## src/rtl/sm_stream_accumulator.sv

```systemverilog
// Streaming sign-magnitude frame accumulator: a registered lane-sum stage, an accumulate/clamp stage,
// a result stage and a held output register, with valid/ready on both sides.
module sm_stream_accumulator #(
    parameter int WIDTH     = 9,
    parameter int LANES     = 4,
    parameter int ACC_WIDTH = 16
) (
    input  logic                   clk,
    input  logic                   rst,
    input  logic [LANES*WIDTH-1:0] in_data,
    input  logic                   in_valid,
    input  logic                   in_last,
    output logic                   in_ready,
    output logic [ACC_WIDTH-1:0]   out_data,
    output logic                   out_sat,
    output logic                   out_valid,
    input  logic                   out_ready
);

    localparam int LSW  = WIDTH + $clog2(LANES) + 1;
    localparam int NW   = ((ACC_WIDTH > LSW) ? ACC_WIDTH : LSW) + 1;
    localparam int MAGW = ACC_WIDTH - 1;
    localparam logic signed [NW-1:0] MAXV = {{(NW-MAGW){1'b0}}, {MAGW{1'b1}}};
    localparam logic signed [NW-1:0] MINV = -MAXV;

    logic                        stall;
    logic                        accept;
    logic signed [LSW-1:0]       lane_sum;

    logic                        s1_valid;
    logic                        s1_last;
    logic signed [LSW-1:0]       s1_sum;

    logic signed [ACC_WIDTH-1:0] acc;
    logic                        sat;
    logic signed [NW-1:0]        acc_sum;
    logic signed [NW-1:0]        acc_wide;
    logic signed [ACC_WIDTH-1:0] acc_clamped;
    logic                        clamp;
    logic [ACC_WIDTH-1:0]        sm_result;

    logic                        s2_valid;
    logic [ACC_WIDTH-1:0]        s2_data;
    logic                        s2_sat;

    assign stall    = out_valid & ~out_ready;
    assign in_ready = ~rst & ~stall;
    assign accept   = in_valid & in_ready;

    // Negative zero needs no special case: a zero magnitude subtracts nothing.
    always_comb begin
        lane_sum = '0;
        for (int unsigned k = 0; k < LANES; k++) begin
            if (in_data[k*WIDTH + WIDTH - 1])
                lane_sum = lane_sum - LSW'(in_data[k*WIDTH +: WIDTH-1]);
            else
                lane_sum = lane_sum + LSW'(in_data[k*WIDTH +: WIDTH-1]);
        end
    end

    always_comb begin
        acc_sum  = NW'(acc) + NW'(s1_sum);
        acc_wide = acc_sum;
        clamp    = 1'b0;
        if (acc_sum > MAXV) begin
            acc_wide = MAXV;
            clamp    = 1'b1;
        end else if (acc_sum < MINV) begin
            acc_wide = MINV;
            clamp    = 1'b1;
        end
        acc_clamped = ACC_WIDTH'(acc_wide);
        // MINV is symmetric, so a negative value always has a nonzero magnitude.
        if (acc_clamped[ACC_WIDTH-1])
            sm_result = {1'b1, MAGW'(-acc_clamped)};
        else
            sm_result = {1'b0, MAGW'(acc_clamped)};
    end

    // The result stage between accumulate and output gives the two-edge last-beat latency
    // while still clearing the accumulator on the last beat for a bubble-free next frame.
    always_ff @(posedge clk) begin
        if (rst) begin
            s1_valid  <= 1'b0;
            s1_last   <= 1'b0;
            s1_sum    <= '0;
            acc       <= '0;
            sat       <= 1'b0;
            s2_valid  <= 1'b0;
            s2_data   <= '0;
            s2_sat    <= 1'b0;
            out_valid <= 1'b0;
            out_data  <= '0;
            out_sat   <= 1'b0;
        end else if (!stall) begin
            s1_valid <= accept;
            if (accept) begin
                s1_sum  <= lane_sum;
                s1_last <= in_last;
            end
            s2_valid <= s1_valid & s1_last;
            if (s1_valid) begin
                if (s1_last) begin
                    acc     <= '0;
                    sat     <= 1'b0;
                    s2_data <= sm_result;
                    s2_sat  <= sat | clamp;
                end else begin
                    acc <= acc_clamped;
                    sat <= sat | clamp;
                end
            end
            out_valid <= s2_valid;
            if (s2_valid) begin
                out_data <= s2_data;
                out_sat  <= s2_sat;
            end
        end
    end

endmodule
```

## config.mk

```make
export PLATFORM = sky130hd
export DESIGN_NAME = sm_stream_accumulator
export DESIGN_NICKNAME = d
export VERILOG_FILES = /design/src/rtl/sm_stream_accumulator.sv
export SDC_FILE = /design/constraint.sdc
export NUM_CORES = 1
export LEC_CHECK = 0
export ABC_AREA = 0
export BUFFER_PORTS_ARGS = -buffer_cell sky130_fd_sc_hd__buf_2
export CAP_MARGIN = 0
export CORE_ASPECT_RATIO = 1.2
export CORE_MARGIN = 3
export CORE_UTILIZATION = 45
export DETAILED_ROUTE_END_ITERATION = 8
export HOLD_SLACK_MARGIN = 0.1
export REMOVE_ABC_BUFFERS = 1
export SLEW_MARGIN = 20
export SYNTH_ARGS = -nofsm -noshare
export SYNTH_HDL_FRONTEND = slang
export SYNTH_SLANG_ARGS = --single-unit
```

## constraint.sdc

```tcl
create_clock -name clk -period 9.2 [get_ports clk]
set_input_delay 1.84 -clock clk [delete_from_list [all_inputs] [get_ports clk]]
set_output_delay 1.84 -clock clk [all_outputs]
set_load 0.1 [all_outputs]
```

==> results by group, run 1 <==
Detailed routing
  • DR vias: 5737
  • Iter 0 DRT Violations: between 200 and 300
  • Residual DRC: 0
  • Drt total wl: between 15000 and 20000 um
  • Remaining antenna violation count: 0
  • Via-per-instance ratio: between 5 and 6
  • Pre-Repair DR Iteration Count: 5
  • Routed WL per cell: 15.4 um

Critical path
  • CP peak stage delay: 0.43 ns
  • Top cell by count, worst path: o21ai_0
  • Critical-path cell list: buf_2, inv_1, ha_1, mux2_2, fa_1, nor2b_1, o21ai_0, a21boi_0, o21ai_0, a21boi_0, o21ai_0, a21boi_0, nor2_1, ha_1, and3_1, a211oi_1, xnor2_1, ha_1, nor3_1, nor2_1, o41ai_1, xnor2_1, xnor2_1, o21ai_0
  • Critical Path AT: approximately 6.5 ns
  • WS Path Type: in2reg
  • CP max FO: 5
  • Reg-to-reg endpoint: s2_data[6]
  • R2R depth: 15
  • Critical Path RT: 9.39 ns
  • Worst reg2reg path startpoint: s1_sum[0]
  • Crit path launch type: input port
  • Crit path from: in_data[9]
  • Crit path capture type: flip-flop
  • R2R setup slack: 4.35 ns
  • Worst setup path end: s1_sum[11]
  • CP max stage cell: fa_1

Timing
  • Final Slew Violations: 0
  • Worst Skew: 0.00670 ns
  • RSZ-0062 raised after global routing: false
  • Final TNS setup: 0 ns
  • Final period util: 0.682
  • Normalized max-slew margin: 0.484
  • Finish-stage setup viols: 0
  • Post-layout min period: ~6.3 ns
  • Worst-Margin Slew: between 0.7 and 0.8 ns
  • Hold Vio Cnt, Final: 0
  • F_max: 0.159 GHz

Die
  • I/O pins: 60
  • Die H: 131 um
  • Row cnt: 45
  • Initial core utilization: 0.463
  • Core ar.: approximately 13000 um^2
  • Width of the chip: around 110 um
  • Die area: between 10000 and 15000 um^2

Placed design
  • Routability congestion estimate: roughly 0.86
  • Hpwl dp: 12200 um
  • Input/output buffers: approximately 60

Flow run
  • Max-Cap Viols: 0

Clock network
  • Clk root buf: clkbuf_16
  • Clk_lat worst skew: 0.34 ns
  • Post-cts resize count: 0
  • CTS Hold Buffers Added: 0
  • CTS tree: built
  • Clock transition at path regs: roughly 0.060 ns
  • Postcts setup bufs: 0
  • CTS Sinks: 67
  • Clock buffer count from CTS: 9
  • CTS H-tree lvls: 3
  • Clk buf depth: 2

Synthesis
  • Post-Syn Area: around 5900 um^2
  • Cells after Synth: about 800
  • Synth cell types: 76
  • Post-Synth XOR/XNOR Area: 0.0905
  • Seq/Total Area, Yosys: 0.228
  • Synth Area in Compound Gates: 0.249
  • Top post-synthesis cells by area: dfxtp_1 23%, ha_1 11%, xnor2_1 6.8%
  • Yosys warnings: 0
  • Largest family of logic cells by synthesized area: compound AO/OA/AOI/OAI gates
  • Avg Inst Size Synth: between 7 and 8 um^2
  • Ys async rst share: 0
  • Synth Area in Simple Gates: 0.229
  • Yosys top cell by area: dfxtp_1
  • Synthesized flop and latch total: between 60 and 70
  • Ys flop type: dfxtp_1
  • Post-synthesis mux area share: 0.0140
  • Number of synthesized flops with an enable pin: 0
  • Post-Synth Adder-Cell Area: 0.141
  • Yosys top cell area share: 0.228

GRT
  • Initial antenna violation count: 0
  • Aggregate global-route resource usage: 0.209
  • Vias in the first global route: approximately 5600
  • GR Overflow Total: 0
  • First-pass GRT wire length: 25800 um
  • Largest net degree at the start of global routing: 40

Finish
  • # diodes: 0
  • Layout cells sized above 1: 0.126
  • FILL cells: roughly 1300
  • Fin nets: 920
  • Synth-to-layout area growth: 12.3%

Pwr
  • Switching pwr: approximately 830 uW
  • Switch share: 0.450
  • VDD IR-drop max: 0.150 mV
  • Total power: 1.85 mW
  • Power per cell area: between 200 and 300 nW/um^2
  • Gate power share: 0.611
  • Leakage power: about 2.8 nW
  • Sequential power share: 0.190
  • Clock power frac: 0.199
  • P_int: ~1 mW

Hold path
  • Hold WC Path Type: reg2reg

Run status
  • Status: complete, no violations
-- synthesized netlist by cell type (10+ instances only) --
master    count
nand2_1      90
nor2_1       77
a21oi_1      68
dfxtp_1      67
ha_1         54
xnor2_1      46
inv_1        38
o21ai_0      37
nor3_1       23
clkbuf_1     22
nand3_1      21
and3_1       13
o31ai_1      13
xor2_1       13
a211oi_1     10
or3_1        10
-- how the worst min path moves through the flow --
stage                      from          end  cells past startpoint
floorplan            s2_data[7]   s2_data[7]                      2
global placement     s2_data[7]   s2_data[7]                      2
detailed placement  s2_data[13]  s2_data[13]                      2
CTS                 s2_data[15]  s2_data[15]                      2
global route         s2_data[6]  out_data[6]                      2
finish              s2_data[15]  s2_data[15]                      2
-- worst max-delay path, delay by kind of cell --
family          cells  cell delay (ns)
compound gates      9             1.63
simple gates        5             0.69
buf+inv             2             0.16
mux                 1             0.29
xor+xnor            3             0.42
fa+ha+maj           4             1.43
-- metal layers --
layer	wire (um)	global-route usage
met5	0	0
met4	357	0.0869
met3	632	0.0327
met2	7830	0.382
met1	6430	0.239
-- per-stage QoR --
step | setup slack [ns] | hold WS [ns] | utilization | instance area [um^2] | std cells
after global routing | 2.37 | 0.461 | 0.520 | 6610 | 990
after floorplan | 3.22 | 0.422 | - | 5740 | 745
after global placement | 2.69 | 0.438 | 0.495 | 6290 | 974
final | 2.92 | 0.449 | 0.520 | 6610 | 990
after CTS | 2.88 | 0.450 | 0.520 | 6610 | 990
after detailed placement | 2.55 | 0.440 | 0.495 | 6290 | 974
-- cell type report --
class	instances	area, um^2	area share
multi-input cells	640	4260	0.645
flip-flops and latches	67	1340	0.203
repair buffers	65	340	0.0515
clock buffers	10	229	0.0346
well taps	164	205	0.0310
inverters	38	143	0.0216
clock inverters	6	88.8	0.0134
-- flip-flops by register name (all words and copies together), names as in the netlist --
register   cells
out_data      16
s1_valid       1
s2_valid       1
s1_sum        12
s1_last        1
out_valid      1
acc           16
sat            1
s2_data       16
out_sat        1
s2_sat         1
-- power by group through the flow --
stage                     combinational, mW  clock, mW  sequential, mW
after floorplan                       0.868          0           0.349
after global placement                 1.10          0           0.356
after detailed placement               1.12          0           0.357
after CTS                              1.13      0.373           0.351
after global routing                   1.27      0.386           0.355
final                                  1.13      0.369           0.351
-- layout by cell type, fill, tap and decap left out, drive strengths merged, types with 7 or more instances in the layout --
| master | netlist | layout |
|---|---|---|
| or3 | 11 | 11 |
| xor2 | 14 | 14 |
| maj3 | 7 | 7 |
| inv | 38 | 39 |
| a211oi | 11 | 11 |
| nor2b | 9 | 9 |
| a21oi | 68 | 68 |
| nand2 | 90 | 90 |
| o31ai | 13 | 13 |
| dfxtp | 67 | 67 |
| o41ai | 7 | 7 |
| nand3 | 21 | 21 |
| xnor2 | 46 | 46 |
| a21boi | 7 | 7 |
| nor3 | 23 | 23 |
| nand2b | 9 | 9 |
| a22oi | 8 | 8 |
| nor2 | 77 | 77 |
| o21ai | 48 | 48 |
| ha | 54 | 54 |
| clkbuf | 22 | 10 |
| and3 | 13 | 13 |
| buf | 11 | 65 |
-- kinds of logic (layout without fill, tap and decap cells) --
logic type,after synthesis,in the layout
mux,8,8
simple gates,286,286
fa+ha+maj,65,65
xor+xnor,60,60
compound gates,221,221
buf+inv,71,119
flops,67,67
Note: power is estimated with default switching activity, not from simulation.
==> inputs of run 2 (changes only) <==
--- a/config.mk
+++ b/config.mk
@@ -5,7 +5,7 @@
 export SDC_FILE = /design/constraint.sdc
 export NUM_CORES = 1
 export LEC_CHECK = 0
-export ABC_AREA = 0
+export ABC_AREA = 1
 export BUFFER_PORTS_ARGS = -buffer_cell sky130_fd_sc_hd__buf_2
 export CAP_MARGIN = 0
 export CORE_ASPECT_RATIO = 1.2
==> constraint.sdc (replaced) <==
create_clock -name clk -period 6.5 [get_ports clk]
set_input_delay 1.3 -clock clk [delete_from_list [all_inputs] [get_ports clk]]
set_output_delay 1.3 -clock clk [all_outputs]
set_load 0.1 [all_outputs]
==> run 2 against run 1 <==
Against the previous run:
- synthesized cell count rose by 19%
- sequential share of layout area fell by 0.073 points
- sequential power rose by 40%
- clock skew rose by 0.00074 ns
- clock power rose by 31%
- via count fell by 1.3%
- global-route usage fell by 1.1 points
- first-iteration DRC count fell by 13%
- critical path depth rose by 4
- die area rose by 0.56%
- critical endpoint unchanged
- highest routed layer unchanged
==> results by group, run 2 <==
Clock network
  • CTS Hold Buffers Added: 0 (unchanged)
  • Clk_lat worst skew: 0.33 ns (about the same)
  • Post-cts resize count: 0 (unchanged)
  • CTS tree: built
  • CTS H-tree lvls: 3 (unchanged)
  • Clk root buf: clkbuf_16
  • Postcts setup bufs: 0 (unchanged)
  • Clk buf depth: 2 (unchanged)
  • CTS Sinks: 67 (unchanged)
  • Clock buffer count from CTS: 9 (unchanged)
  • Clock transition at path regs: 0.05 ns (about the same)

GRT
  • M2 GR Usage: 0.376 (-0.00540)
  • Vias in the first global route: 5466 (-2.8%)
  • Largest net degree at the start of global routing: 33 (-18%)
  • GR Overflow Total: 0 (unchanged)
  • Initial antenna violation count: 0 (unchanged)
  • Layer with the highest usage: met2
  • Aggregate global-route resource usage: 0.198 (-0.0111)
  • GRT met3 Usage: 0.0272 (-0.00553)
  • Met1 GRT Util: 0.223 (-0.0165)
  • First-pass GRT wire length: 24400 um (-5.5%)

Critical path
  • CP max stage cell: a211oi_1
  • Delay-heaviest family, CP: compound AO/OA/AOI/OAI gates
  • Crit path from: in_data[0]
  • Crit path launch type: input port
  • Worst reg2reg path startpoint: s1_sum[0]
  • Crit path buf inv count: 5 (+3)
  • CP peak stage delay: 0.42 ns (about the same)
  • Critical Path AT: 6.01 ns (-0.46 ns)
  • WS Path Type: in2reg
  • Critical Path RT: 6.73 ns (-2.66 ns)
  • Top cell by count, worst path: o21ai_0
  • CP max FO: 4 (-1)
  • Crit path capture type: flip-flop

Placed design
  • Hpwl dp: 11500 um (-5.5%)
  • Routability congestion estimate: 0.897 (+4.3%)
  • Placed cell areas: 6340 um^2 (+0.76%)
  • Input/output buffers: 59 (unchanged)
  • Dpl cells: 1134 (+16%)

Die
  • Core ar.: 12800 um^2 (+0.44%)
  • Die area: 14600 um^2 (+0.56%)
  • Die H: 132 um (+0.28%)
  • Width of the chip: 111 um (+0.28%)
  • Initial core utilization: 0.463 (+0.000703)
  • I/O pins: 60 (unchanged)
  • Row cnt: 45 (unchanged)

Pwr
  • P_int: 1.30 mW (+28%)
  • Gate power share: 0.605 (-0.006)
  • Sequential power share: 0.199 (+0.009)
  • Switching pwr: 1.16 mW (+40%)
  • Switch share: 0.472 (+0.0215)
  • Leakage power: 3.53 nW (+25%)
  • Power per cell area: 372 nW/um^2 (+33%)
  • Clock power frac: 0.196 (-0.003)
  • VDD IR-drop max: 0.175 mV (+17%)

Synthesis
  • Synth Area in Compound Gates: 0.146 (-0.103)
  • Avg Inst Size Synth: 6.38 um^2 (-16%)
  • Largest family of logic cells by synthesized area: simple AND/OR/NAND/NOR gates
  • Synth Area in Simple Gates: 0.307 (+0.0779)
  • Synthesized flop and latch total: 67 (unchanged)
  • Yosys warnings: 0 (unchanged)
  • Top post-synthesis cells by area: dfxtp_1 23%, nand2_1 15%, ha_1 11%
  • Number of synthesized flops with an enable pin: 0 (unchanged)
  • Ys async rst share: 0 (unchanged)
  • Most frequent cell after synthesis: nand2_1
  • Cells after Synth: 928 (+19%)
  • Yosys top cell area share: 0.226 (-0.00135)
  • Post-Synth XOR/XNOR Area: 0.0887 (-0.00180)
  • Post-Synth Adder-Cell Area: 0.128 (-0.0131)
  • Synth cell types: 41 (-46%)
  • Post-synthesis mux area share: 0 (-0.0140)
  • Synth cell count leaders: 232 x nand2_1, 135 x inv_1, 92 x nor2_1
  • Ys flop type: dfxtp_1
  • Seq/Total Area, Yosys: 0.226 (-0.00135)
  • Post-Syn Area: 5920 um^2 (+0.60%)
  • Yosys top cell by area: dfxtp_1

Hold path
  • Hold WC Path Type: reg2reg
  • Hold Path Origin: s2_data[2]

Finish
  • Synth-to-layout area growth: 12.0%
  • Most frequent cells in the layout: 232 x nand2_1, 135 x inv_1, 92 x nor2_1
  • Layout cells sized above 1: 0.0985 (-0.0274)
  • # diodes: 0 (unchanged)
  • Most common cell after layout, fill and taps aside: nand2_1
  • Final non-filler cell total: 1149 (+16%)
  • Fin nets: 1080 (+17%)
  • Largest registers: acc (16), out_data (16), s2_data (16)
  • Final instance area: 6640 um^2 (+0.36%)

Timing
  • Worst-Margin Slew: 1.03 ns (+0.252 ns)
  • Finish-stage setup viols: 0 (unchanged)
  • Final period util: 0.890
  • Hold Vio Cnt, Final: 0 (unchanged)
  • Final TNS setup: 0 ns (unchanged)
  • Post-layout min period: roughly 5.8 ns
  • Worst Skew: 0.00744 ns (+0.000745 ns)
  • RSZ-0062 raised after global routing: false
  • Normalized max-slew margin: 0.313 (-0.171)
  • Final Slew Violations: 0 (unchanged)
  • F_max: about 0.17 GHz

Run status
  • Status: complete, no violations

Detailed routing
  • Routed WL per cell: 12.1 um (-21%)
  • DR vias: 5660 (-1.3%)
  • Via-per-instance ratio: 4.93 (-15%)
  • Pre-Repair DR Iteration Count: 4 (-1)
  • Iter 0 DRT Violations: 250 (-13%)
  • Remaining antenna violation count: 0 (unchanged)
  • Drt total wl: 13900 um (-8.8%)
  • Residual DRC: 0 (unchanged)

Flow run
  • Max-Cap Viols: 0 (unchanged)
-- run 2: cell types whose count changed after synthesis, moves of 13 or more --
cell     delta
nor2_1     +15
nand3_1    +34
and3_1     -13
o21ai_0    +29
inv_1      +97
nor3_1     -14
nand2_1   +142
xor2_1     +19
xnor2_1    -23
-- run 2: kinds of logic after synthesis --
family          after synthesis
flops                        67
buf+inv                     159
compound gates              161
simple gates                426
fa+ha+maj                    58
xor+xnor                     57
-- run 2: area by class of cell --
| class | count | area (um^2) |
|---|---|---|
| clock buffer | 11 | 243 |
| clock inverter | 4 | 51.3 |
| fill | 1352 | 6150 |
| inverter | 141 | 529 |
| multi-input combinational | 702 | 3960 |
| sequential | 67 | 1340 |
| tap | 164 | 205 |
| timing repair buffer | 60 | 303 |
-- run 2: power groups by stage --
stage	Sequential [mW]	Clock, mW	Combinational (mW)
2_1_floorplan	0.504	0	1.18
3_3_place_gp	0.499	0	1.49
3_5_place_dp	0.499	0	1.50
4_1_cts	0.491	0.496	1.50
5_1_grt	0.496	0.520	1.73
6_report	0.491	0.484	1.49
-- run 2: tightest hold or removal path, delay by kind of cell (launching register included) --
kind             cells  cell delay (ns)
AND/OR/NAND/NOR      2             0.10
flip-flops           1             0.31
-- run 2: final timing paths --
path                                     to  depth (start not counted)  slack (ns)
worst min register to register   s2_data[2]                          2        0.45
worst min-delay path             s2_data[2]                          2        0.45
worst max register to register  s2_data[12]                         21        2.59
worst max-delay path             s1_sum[11]                         28        0.72
-- run 2: through the flow --
stage / worst slack [ns] / utilization / hold slack [ns] / power [mW]
after CTS: 0.719 / 0.519 / 0.453 / 2.49
final: 0.717 / 0.519 / 0.450 / 2.47
after global placement: 0.497 / 0.496 / 0.437 / 1.99
after global routing: 0.00465 / 0.519 / 0.470 / 2.74
after floorplan: 0.913 / - / 0.427 / 1.68
after detailed placement: 0.379 / 0.496 / 0.440 / 1.99
-- run 2: routing by layer --
layer / part of all wire / vias to the layer above
met4: 0.024 / 0
li1: - / 3093
met3: 0.021 / 21
met1: 0.42 / 2474
met5: 0 / -
met2: 0.53 / 72
==> inputs of run 3 (changes only) <==
--- a/config.mk
+++ b/config.mk
@@ -8,11 +8,14 @@
 export ABC_AREA = 1
 export BUFFER_PORTS_ARGS = -buffer_cell sky130_fd_sc_hd__buf_2
 export CAP_MARGIN = 0
+export CELL_PAD_IN_SITES_DETAIL_PLACEMENT = 1
+export CELL_PAD_IN_SITES_GLOBAL_PLACEMENT = 1
 export CORE_ASPECT_RATIO = 1.2
 export CORE_MARGIN = 3
-export CORE_UTILIZATION = 45
+export CORE_UTILIZATION = 43
 export DETAILED_ROUTE_END_ITERATION = 8
 export HOLD_SLACK_MARGIN = 0.1
+export PLACE_DENSITY_LB_ADDON = 0.1
 export REMOVE_ABC_BUFFERS = 1
 export SLEW_MARGIN = 20
 export SYNTH_ARGS = -nofsm -noshare
==> run 3 against run 2 <==
Against the previous run:
- final cell count is 0.44% higher
- critical path type unchanged
- largest cell class unchanged
- register-to-register slack worse by 0.20 ns
- combinational power is 3% higher
- critical endpoint unchanged
- largest power group unchanged
==> results by group, run 3 (synthesized netlist as in run 2, its figures left out) <==
Die
  • Row cnt: 46 (+2.2%)
  • Initial core utilization: 0.443 (-0.0198)
  • Die H: 135 um (+2.2%)
  • Width of the chip: 113 um (+2.2%)
  • Core ar.: 13400 um^2 (+4.5%)
  • Die area: 15200 um^2 (+4.4%)
  • I/O pins: 60 (unchanged)

Clock network
  • Clock transition at path regs: 0.06 ns (about the same)
  • Clock buffer count from CTS: 9 (unchanged)
  • Post-cts resize count: 0 (unchanged)
  • CTS tree: built
  • Postcts setup bufs: 0 (unchanged)
  • Clk buf depth: 2 (unchanged)
  • Clk root buf: clkbuf_16
  • CTS Hold Buffers Added: 0 (unchanged)
  • Clk_lat worst skew: 0.33 ns (about the same)
  • CTS H-tree lvls: 3 (unchanged)
  • CTS Sinks: 67 (unchanged)

Finish
  • # diodes: 0 (unchanged)
  • Synth-to-layout area growth: 12.8%
  • Most common cell after layout, fill and taps aside: nand2_1
  • Layout cells sized above 1: 0.100 (+0.00193)
  • Fin nets: 1080 (unchanged)
  • FILL cells: 1860 (+38%)
  • Most frequent cells in the layout: 232 x nand2_1, 135 x inv_1, 92 x nor2_1
  • Largest registers: acc (16), out_data (16), s2_data (16)
  • Final core utilization: 0.500 (-0.0189)

Pwr
  • Power per cell area: 384 nW/um^2 (+3.2%)
  • Leakage power: 3.55 nW (+0.55%)
  • VDD IR-drop max: 0.201 mV (+14%)

Hold path
  • Hold WC Path Type: reg2reg
  • Hold Path Origin: s2_data[2]

Critical path
  • Worst reg2reg path startpoint: s1_sum[11]
  • R2R setup slack: 2.39 ns (-0.20 ns)
  • CP max stage cell: fa_1
  • Critical Path RT: 6.73 ns (about the same)
  • Crit path capture type: flip-flop
  • CP peak stage delay: 0.50 ns (+0.08 ns)
  • Critical Path AT: 6.04 ns (+0.03 ns)
  • WS Path Type: in2reg
  • Top cell by count, worst path: inv_1
  • Crit path from: in_data[0]
  • Crit path launch type: input port
  • CP max FO: 4 (unchanged)

Detailed routing
  • Iter 0 DRT Violations: 190 (-24%)
  • Pre-Repair DR Iteration Count: 4 (unchanged)
  • Via-per-instance ratio: 5.15 (+4.5%)
  • DR vias: 5942 (+5.0%)
  • Routed WL per cell: 13.5 um (+12%)
  • Drt total wl: 15600 um (+12%)
  • Residual DRC: 0 (unchanged)
  • Remaining antenna violation count: 0 (unchanged)

Placed design
  • Input/output buffers: 59 (unchanged)
  • Routability congestion estimate: 0.810 (-9.7%)
  • Hpwl dp: 13100 um (+14%)

Timing
  • Final period util: 0.894 (+0.00426)
  • Hold Vio Cnt, Final: 0 (unchanged)
  • Worst-Margin Slew: 1.04 ns (+0.0183 ns)
  • RSZ-0062 raised after global routing: false
  • F_max: 0.172 GHz (-0.48%)
  • Finish-stage setup viols: 0 (unchanged)
  • Worst Skew: 0.00584 ns (-0.00160 ns)
  • Post-layout min period: 5.81 ns (+0.0277 ns)
  • Final TNS setup: 0 ns (unchanged)
  • Normalized max-slew margin: 0.301 (-0.0123)
  • Final Slew Violations: 0 (unchanged)

GRT
  • Aggregate global-route resource usage: 0.213 (+0.0151)
  • Initial antenna violation count: 0 (unchanged)
  • GRT met3 Usage: 0.0179 (-0.00925)
  • GR Overflow Total: 0 (unchanged)
  • Vias in the first global route: 6173 (+13%)
  • Met1 GRT Util: 0.220 (-0.00262)
  • Layer with the highest usage: met2
  • Largest net degree at the start of global routing: 33 (unchanged)
  • First-pass GRT wire length: 27000 um (+11%)
  • M2 GR Usage: 0.445 (+0.0688)

Run status
  • Status: complete, no violations

Flow run
  • Max-Cap Viols: 0 (unchanged)
[run 3: critical path, delay by kind of cell]
| kind | cells | cell delay, ns |
|---|---|---|
| xor gates and xnor gates | 3 | 0.62 |
| and+or+nand+nor | 4 | 0.56 |
| buffers and inverters | 8 | 0.51 |
| adders and majority gates | 4 | 1.44 |
| AOI/OAI and AO/OA | 10 | 1.62 |
[run 3: through the flow]
stage	worst slack, ns	instance area, um^2	instances	total power, mW	hold slack, ns
after floorplan	0.913	5830	910	1.68	0.427
final	0.690	6680	1154	2.56	0.454
after CTS	0.555	6680	1154	2.59	0.455
after global routing	0.104	6680	1154	2.82	0.467
after global placement	0.449	6350	1138	2.00	0.437
after detailed placement	0.203	6350	1138	2.04	0.441
[run 3: report_power, final]
group	internal (mW)	switching (mW)	total (mW)
Sequential	0.459	0.0354	0.494
Clock	0.348	0.189	0.537
Combinational	0.542	0.990	1.53
[run 3: final timing paths]
kind	end	depth (start not counted)
min reg2reg	s2_data[2]	2
max reg2reg	s2_data[12]	21
min	s2_data[2]	2
max	s1_sum[11]	29
[run 3: final cells by class]
class | instances | area [um^2] | area share
sequential | 67 | 1340 | 0.201
tap | 168 | 210 | 0.0315
clock inverter | 5 | 86.3 | 0.0129
inverter | 141 | 529 | 0.0792
clock buffer | 11 | 243 | 0.0363
timing repair buffer | 60 | 303 | 0.0453
multi-input combinational | 702 | 3970 | 0.594
[run 3: layer usage]
metal	vias to the layer above	routed length (um)
met5	-	0
met4	0	222
met3	13	278
met2	62	8850
met1	2771	6280
li1	3096	-
